## config.mk

```make
export PLATFORM = sky130hd
export DESIGN_NAME = frame_dispatch_ctrl
export DESIGN_NICKNAME = d
export VERILOG_FILES = /design/src/rtl/frame_dispatch_ctrl.sv
export SDC_FILE = /design/constraint.sdc
export NUM_CORES = 1
export LEC_CHECK = 0
export ABC_AREA = 1
export CELL_PAD_IN_SITES_DETAIL_PLACEMENT = 0
export CELL_PAD_IN_SITES_GLOBAL_PLACEMENT = 1
export CORE_UTILIZATION = 34
export DETAILED_ROUTE_END_ITERATION = 8
export PLACE_DENSITY = 0.79
export SETUP_SLACK_MARGIN = 0.5
export SYNTH_ARGS = -nofsm -noshare
export SYNTH_HDL_FRONTEND = slang
export SYNTH_SLANG_ARGS = --single-unit
export TNS_END_PERCENT = 20
```

## constraint.sdc

```tcl
create_clock -name clk -period 2.75 [get_ports clk]
set_clock_uncertainty 0.05 [all_clocks]
set_input_delay 0.4125 -clock clk [delete_from_list [all_inputs] [get_ports clk]]
set_output_delay 0.4125 -clock clk [all_outputs]
set_load 0.01 [all_outputs]
```

## src/rtl/frame_dispatch_ctrl.sv

```systemverilog
// Frame dispatch controller: pops tagged words from the arbitration FIFO,
// enforces a single mode per frame, hands pixels to the engine over a
// valid/ready handshake and signals frame completion once the engine drains.
//
// Handshake: a pixel moves to the engine in any cycle where eng_valid and
// eng_ready are both high. eng_valid never drops and eng_* never change
// until that transfer happens. eng_ready may be high before eng_valid.
module frame_dispatch_ctrl #(
  parameter int DW        = 32,
  parameter int FRAME_PIX = 64,
  parameter int CW        = $clog2(FRAME_PIX + 1)
) (
  input  logic          clk,
  input  logic          rst,
  input  logic          fifo_empty,
  output logic          fifo_rd_en,
  input  logic [DW+10:0] fifo_rdata,
  output logic          eng_valid,
  input  logic          eng_ready,
  output logic [DW-1:0] eng_data,
  output logic [1:0]    eng_mode,
  output logic [7:0]    eng_proc_val,
  output logic          eng_src,
  input  logic          eng_busy,
  output logic          mstr0_cmplt,
  output logic [CW-1:0] pix_cnt,
  output logic [15:0]   frame_cnt,
  input  logic          err_clr,
  output logic          err_mode,
  output logic          ctrl_busy
);

  typedef enum logic [2:0] {
    IDLE  = 3'd0,
    READ  = 3'd1,
    CHECK = 3'd2,
    HOLD  = 3'd3,
    DRAIN = 3'd4,
    CMPLT = 3'd5
  } state_t;

  state_t     state_q;
  state_t     state_d;
  logic [1:0] frame_mode_q;
  logic       bad_mode;
  logic       last_pix;
  logic       drop;
  logic       xfer;

  // The first accepted pixel of a frame defines the mode; mode 00 is never legal.
  assign bad_mode = (eng_mode == 2'b00) ||
                    ((pix_cnt != '0) && (eng_mode != frame_mode_q));
  assign last_pix = (pix_cnt == CW'(FRAME_PIX - 1));

  assign eng_valid   = (state_q == HOLD);
  assign mstr0_cmplt = (state_q == CMPLT);
  assign ctrl_busy   = (state_q != IDLE);

  // Next-state logic; every FIFO pop is gated by !fifo_empty.
  always_comb begin
    state_d    = state_q;
    fifo_rd_en = 1'b0;
    drop       = 1'b0;
    xfer       = 1'b0;
    case (state_q)
      IDLE: begin
        if (!fifo_empty) begin
          fifo_rd_en = 1'b1;
          state_d    = READ;
        end
      end
      READ: state_d = CHECK;
      CHECK: begin
        if (bad_mode) begin
          drop = 1'b1;
          if (!fifo_empty) begin
            fifo_rd_en = 1'b1;
            state_d    = READ;
          end else begin
            state_d = IDLE;
          end
        end else begin
          state_d = HOLD;
        end
      end
      HOLD: begin
        if (eng_ready) begin
          xfer = 1'b1;
          if (last_pix) begin
            state_d = DRAIN;
          end else if (!fifo_empty) begin
            fifo_rd_en = 1'b1;
            state_d    = READ;
          end else begin
            state_d = IDLE;
          end
        end
      end
      DRAIN: begin
        if (!eng_busy) state_d = CMPLT;
      end
      CMPLT:   state_d = IDLE;
      default: state_d = IDLE;
    endcase
  end

  // State register.
  always_ff @(posedge clk or posedge rst) begin
    if (rst) state_q <= IDLE;
    else     state_q <= state_d;
  end

  // Capture the popped word; it stays frozen through CHECK and HOLD.
  always_ff @(posedge clk or posedge rst) begin
    if (rst) begin
      eng_data     <= '0;
      eng_mode     <= 2'b00;
      eng_proc_val <= 8'h00;
      eng_src      <= 1'b0;
    end else if (state_q == READ) begin
      eng_src      <= fifo_rdata[DW+10];
      eng_mode     <= fifo_rdata[DW+9:DW+8];
      eng_proc_val <= fifo_rdata[DW+7:DW];
      eng_data     <= fifo_rdata[DW-1:0];
    end
  end

  // Per-frame bookkeeping: pixel count, frame mode and completed-frame count.
  always_ff @(posedge clk or posedge rst) begin
    if (rst) begin
      pix_cnt      <= '0;
      frame_mode_q <= 2'b00;
      frame_cnt    <= 16'h0000;
    end else if (state_q == CMPLT) begin
      pix_cnt      <= '0;
      frame_mode_q <= 2'b00;
      frame_cnt    <= frame_cnt + 16'd1;
    end else begin
      if (xfer) pix_cnt <= pix_cnt + CW'(1);
      if ((state_q == CHECK) && !bad_mode && (pix_cnt == '0))
        frame_mode_q <= eng_mode;
    end
  end

  // Sticky mode error; a drop in the same cycle as err_clr keeps it set.
  always_ff @(posedge clk or posedge rst) begin
    if (rst)          err_mode <= 1'b0;
    else if (drop)    err_mode <= 1'b1;
    else if (err_clr) err_mode <= 1'b0;
  end

endmodule
```

==> metrics.yaml, run 1 <==
maxCapViolations: 0
r2r-start: "state_q[2]"
reg2reg_to: "eng_src"
r2r_slack_ns: 0.72
synthAdderAreaFrac_pct: 1.12
fin_area_um2: 4970
postRouteAntennaNets: 0
htreeDepth: 3
placed_area_um2: 4690
combPwrFrac_pct: 46.3
die_y_um: 101
syn_area_per_cell_um2: 11.4
finalMaxSlewViolations: 0
hold_path_class: "primary input to async pin"
synth_seq_cells: 72
min_period_ns: 2.15
end_kind: "output pin"
antenna_found_initial: 0
grt_pass1_vias: 2535
clkTransAtPathRegs_ns: 0.08
hold_viol_final: 0
cts_max_path_buffers: 2
power_per_cell_area_nw_per_um2: 976
tightestPinTransition_ns: 0.869
grt_usage_pct: 15.5
seq_area_frac_synth_pct: 53.7
grt_overflow: 0
p_sw_w: 0.00150
synthXorXnorAreaFrac_pct: 3.65
syn_inst: 295
cts_sinks: 72
synth_area_um2: 3360
outcome: "finished, final reports clean"
synthArstFlopShare_pct: 100
path_class: "flip-flop to output pin"
core_area_um2: 9420
swShare_pct: 31.0
seq_power_share_pct: 34.6
p_int_w: 0.00335
cts_tree: "built"
wl_um: 7620
hold_buffers: 0
layout.nets: 478
ys_warn_count: 0
yosys.area_share.simple_pct: 15.8
drt_iter0_drc: 53
place_inst: 541
cts_buffers: 9
critPathRequiredTime_ns: 2.29
area_growth_pct: 48.2
gp_congestion: 0.782
rsz0062_at_grt: "yes"
synth.area.mux_share_pct: 17.1
synth_ff_type: "dfrtp_1"
grt_pass1_wl_um: 12200
dp_hpwl_um: 5430
fin_cells: 559
clkPwrFrac_pct: 19.0
initial_utilization_pct: 35.6
ios: 120
die_area_um2: 10300
synth_top_family_by_area: "multiplexers"
clockRootBuffer: "clkbuf_8"
drt_pass1_iterations: 4
clk_latency_ns: 0.34
yosys.cell_types.count: 33
finalSetupViolations: 0
cp_data_arrival_time_ns: 1.69
p_leak_nw: 2.29
synth_nets: 347
synth_edf_count: 0
io_buffers: 119
fin_crit_sh_pct: 78.2
vias: 2501
wl_per_cell_um: 13.6
fin_setup_tns_ns: 0
via_per_inst: 4.47
antennaDiodeCount: 0
max_clock_freq_mhz: 465
fp.dieW_um: 101
drive_above_1_share_pct: 20.2
fillCellCount: 820
slew_headroom_pct: 42.0
vdd_ir_drop_max_uv: 501
grt_max_degree: 47
synth_compound_area_share_pct: 3.21
drc_errors: 0
cp_max_fo: 4
row_count: 35
critPathLaunchType: "flip-flop"
r2r_cells: 3
==> what timing repair did <==
action | CTS | global route
pin swaps | 2 | 4
resized for setup | 6 | 12
setup endpoints to repair | 1 | 2
buffers inserted | 3 | 0
gates cloned | 0 | 0
==> metal layers <==
layer	share of wire [%]	vias up	GRT usage [%]
met5	0	-	0
met4	0.85	0	5.35
met3	5.3	5	4.42
met2	49	69	25.3
met1	45	1208	19.7
li1	-	1219	-
==> worst max-delay path by stage <==
stage | start | to | slack, ns | cells past startpoint
6_report | state_q[2] | eng_valid | 0.60 | 4
5_1_grt | pix_cnt[1] | fifo_rd_en | 0.49 | 12
4_1_cts | state_q[0] | mstr0_cmplt | 0.53 | 3
3_5_place_dp | eng_ready | fifo_rd_en | 0.35 | 6
3_3_place_gp | eng_ready | fifo_rd_en | 0.33 | 6
2_1_floorplan | pix_cnt[0] | fifo_rd_en | 1.02 | 11
==> cell usage in the layout, fill, tap and decap left out, types with 3 or more instances in the layout <==
master / netlist / final
mux2_4: 30 / 30
xor2_1: 8 / 8
dfrtp_1: 72 / 72
clkdlybuf4s50_1: 0 / 118
nand4_1: 5 / 5
xnor2_1: 6 / 6
o21ai_0: 7 / 6
inv_1: 31 / 26
nor2_4: 2 / 3
buf_4: 1 / 5
clkinvlp_4: 0 / 3
inv_2: 3 / 6
nor2_1: 19 / 18
clkbuf_8: 0 / 10
o21ai_1: 2 / 3
nand3_2: 2 / 3
nand2_2: 2 / 5
nand3_1: 12 / 11
nand2_1: 53 / 50
a21oi_1: 5 / 5
mux2_1: 5 / 5
mux2_2: 6 / 6
==> sequential cells by signal, summed over array words and instances (netlist names) <==
| register | cells |
|---|---|
| eng_data | 32 |
| pix_cnt | 7 |
| eng_mode | 2 |
| frame_mode_q | 2 |
| frame_cnt | 16 |
| eng_src | 1 |
| err_mode | 1 |
| state_q | 3 |
| eng_proc_val | 8 |
==> synthesized netlist by cell type, types with 2 or more instances <==
cell	number	area (um2)
dfrtp_1	72	1800
nand2_1	53	199
inv_1	31	116
mux2_4	30	450
nor2_1	19	71.3
nand3_1	12	60.1
xor2_1	8	70.1
o21ai_0	7	35.0
mux2_2	6	67.6
xnor2_1	6	52.6
a21oi_1	5	25.0
mux2_1	5	56.3
nand4_1	5	31.3
buf_6	4	45.0
ha_1	3	37.5
inv_2	3	11.3
nor3_1	3	15.0
nand2_2	2	12.5
nand3_2	2	20.0
nand3_4	2	35.0
nor2_2	2	12.5
nor2_4	2	22.5
o21a_1	2	15.0
o21ai_1	2	10.0
==> power by group through the flow <==
stage / registers, W / clock network [W] / logic [W]
2_1_floorplan: 0.00186 / 0 / 0.00105
3_3_place_gp: 0.00170 / 0 / 0.00217
3_5_place_dp: 0.00170 / 0 / 0.00219
4_1_cts: 0.00168 / 0.000958 / 0.00223
5_1_grt: 0.00173 / 0.00100 / 0.00243
6_report: 0.00168 / 0.000925 / 0.00225
==> kinds of logic (layout without fill, tap and decap cells) <==
| logic type | after synthesis | after routing |
|---|---|---|
| compound gates | 19 | 19 |
| xor+xnor | 14 | 14 |
| fa+ha+maj | 3 | 3 |
| buf+inv | 39 | 174 |
| flops | 72 | 72 |
| mux | 41 | 41 |
| simple gates | 107 | 107 |
==> stage by stage <==
step                total power, W  setup WS [ns]  hold WS [ns]  utilization (%)
finish                     0.00485          0.599         0.350             52.8
global route               0.00516          0.486         0.358             52.8
CTS                        0.00487          0.525         0.336             52.4
detailed placement         0.00389          0.346         0.415             49.9
global placement           0.00386          0.335         0.407             49.9
floorplan                  0.00290           1.02         0.454                -
==> critical path, cell delays in order, from the launching register on <==
cell	delay, ns
dfrtp_1	0.44
inv_1	0.16
nand3_2	0.15
inv_1	0.08
clkdlybuf4s50_1	0.52
==> final cells by class <==
type	instances	area (um2)	area share, %
timing repair buffer	125	1240	25.0
tap	129	161	3.25
inverter	34	135	2.72
sequential	72	1800	36.2
clock buffer	10	138	2.77
clock inverter	5	81.3	1.64
multi-input combinational	184	1410	28.4
No activity file was read; power rests on OpenSTA's default activity.
==> inputs of run 2 (changes only) <==
Clock period 2.75 ns to 2 ns, I/O delays scaled along.
==> metrics.yaml, run 2 (synthesis results as in run 1) <==
fp.dieW_um: 101  # unchanged
outcome: "finished, final reports clean"
fillCellCount: 826  # +0.73%
gp_congestion: 0.802  # +2.6%
die_y_um: 101  # unchanged
top_regs: "eng_data (32), frame_cnt (16), eng_proc_val (8)"
min_period_ns: 1.99
wl_per_cell_um: 14.6  # +6.9%
fin_area_um2: 5590  # +12%
tightestPinTransition_ns: 0.355  # -0.514 ns
clockRootBuffer: "clkbuf_8"
power_w: 0.00714  # +47%
cts_tree: "built"
wl_um: 8930  # +17%
drt_iter0_drc: 46  # -13%
multi_input_area_um2: 1560  # +11%
r2r-start: "pix_cnt[0]"
core_area_um2: 9420  # unchanged
cts_buffers: 9  # unchanged
end_kind: "output pin"
placed_area_um2: 4830  # +2.8%
initial_utilization_pct: 35.6  # unchanged
r2r_cells: 17  # +14
power_per_cell_area_nw_per_um2: 1280  # +31%
grt_pass1_vias: 2759  # +8.8%
hold_path_class: "primary input to async pin"
final_util_pct: 59.4  # +6.6 points
clk_latency_ns: 0.34  # about the same
via_per_inst: 4.50  # +0.53%
seq_area_um2: 1800  # about the same
largest_reg_flops: 32  # unchanged
hold_buffers: 0  # unchanged
area_growth_pct: 66.7
grt_max_degree: 47  # unchanged
layout.nets: 531  # +11%
p_leak_nw: 2.88  # +26%
row_count: 35  # unchanged
die_area_um2: 10300  # unchanged
postRouteAntennaNets: 0  # unchanged
drc_errors: 0  # unchanged
setup_slack_ns: 0.0108  # -0.589 ns
cts_sinks: 72  # unchanged
cts_max_path_buffers: 2  # unchanged
finalSetupViolations: 0  # unchanged
slew_headroom_pct: 76.3  # +34 points
hold_viol_final: 0  # unchanged
vdd_ir_drop_max_uv: 654  # +31%
finalMaxSlewViolations: 0  # unchanged
rsz0062_at_grt: "yes"
dpl_worst_slack_ns: -0.0506  # -0.397 ns
grt_pass1_wl_um: 13300  # +8.9%
path_class: "flip-flop to output pin"
htreeDepth: 3  # unchanged
grt_overflow: 0  # unchanged
io_buffers: 119  # unchanged
critPathLaunchType: "flip-flop"
layout_common_cells: "dfrtp_1 (71), dlygate4sd2_1 (60), clkdlybuf4s50_1 (48)"
grt_usage_pct: 16.9  # +1.4 points
critPathRequiredTime_ns: 1.65  # -0.64 ns
cp_max_fo: 2  # -2
antenna_found_initial: 0  # unchanged
maxCapViolations: 0  # unchanged
vias: 2757  # +10%
ios: 120  # unchanged
clkTransAtPathRegs_ns: 0.08  # about the same
crit_start: "pix_cnt[0]"
final_common_cell: "dfrtp_1"
antennaDiodeCount: 0  # unchanged
dp_hpwl_um: 5690  # +4.7%
drt_pass1_iterations: 4  # unchanged
top_register: "eng_data"
fin_crit_sh_pct: 99.5
max_clock_freq_mhz: 503
drive_above_1_share_pct: 36.2  # +16 points
cp_data_arrival_time_ns: 1.64  # -0.05 ns
[run 2: cell types whose count changed in the layout (fill, tap and decap cells not counted), moves of 3 or more]
cell,previous run,this run
mux2_2,6,0
nor2_1,18,15
mux2_1,5,0
buf_6,0,23
clkbuf_16,0,3
clkdlybuf4s50_1,118,48
mux2_4,30,41
buf_4,5,33
nand3_1,11,8
nand2_1,50,46
dlygate4sd2_1,0,60
clkbuf_2,0,6
[run 2: area by class of cell]
class / instances / share of cell area [%]
clock buffers: 11 / 2.71
well taps: 129 / 2.89
flip-flops and latches: 72 / 32.2
multi-input cells: 184 / 27.9
repair buffers: 178 / 30.4
clock inverters: 5 / 1.41
inverters: 34 / 2.44
[run 2: timing repair]
action	in CTS	in global routing
buffers inserted	26	11
gates cloned	0	3
endpoints found under the setup margin	100	67
resized for setup	141	37
pin swaps	19	32
[run 2: critical path, cell delays in order, from the launching register on]
cell and delay (ns):
dfrtp_1 0.40, inv_2 0.09, ha_4 0.13, inv_2 0.04, nor2_4 0.08, nand3_2 0.07, nand2_2 0.08, nand2_2 0.06
nand2_2 0.07, nand2_1 0.05, nand2_1 0.05, o21ai_1 0.05, buf_2 0.13
[run 2: through the flow]
step / hold WS, ns / instances / TNS, ns
after floorplan: 0.357 / 295 / 0
after global placement: 0.407 / 557 / -0.0480
after detailed placement: 0.407 / 557 / -0.0506
after CTS: 0.342 / 599 / -0.0602
after global routing: 0.346 / 613 / -0.187
final: 0.335 / 613 / 0
[run 2: worst paths after layout]
check                                 to  slack [ns]
max                           fifo_rd_en        0.01
max reg2reg                     err_mode        0.04
max in group asynchronous   eng_data[25]        1.23
min reg2reg                frame_cnt[15]        0.41
min in group clk           frame_cnt[15]        0.41
min                          eng_data[0]        0.33
[run 2: report_power, final]
part / leakage [nW] / switching, W / internal (W)
clock network: 0.119 / 0.000546 / 0.000769
logic: 1.87 / 0.00145 / 0.00209
registers: 0.890 / 0.000296 / 0.00198
total: 2.88 / 0.00229 / 0.00485
[run 2: metal layers]
layer	global-route usage [%]	wire length [um]	vias to the layer above
met1	21.2	3940	1343
met5	0	0	-
met3	3.80	382	11
met4	6.91	120	0
met2	28.3	4480	72
li1	-	-	1331
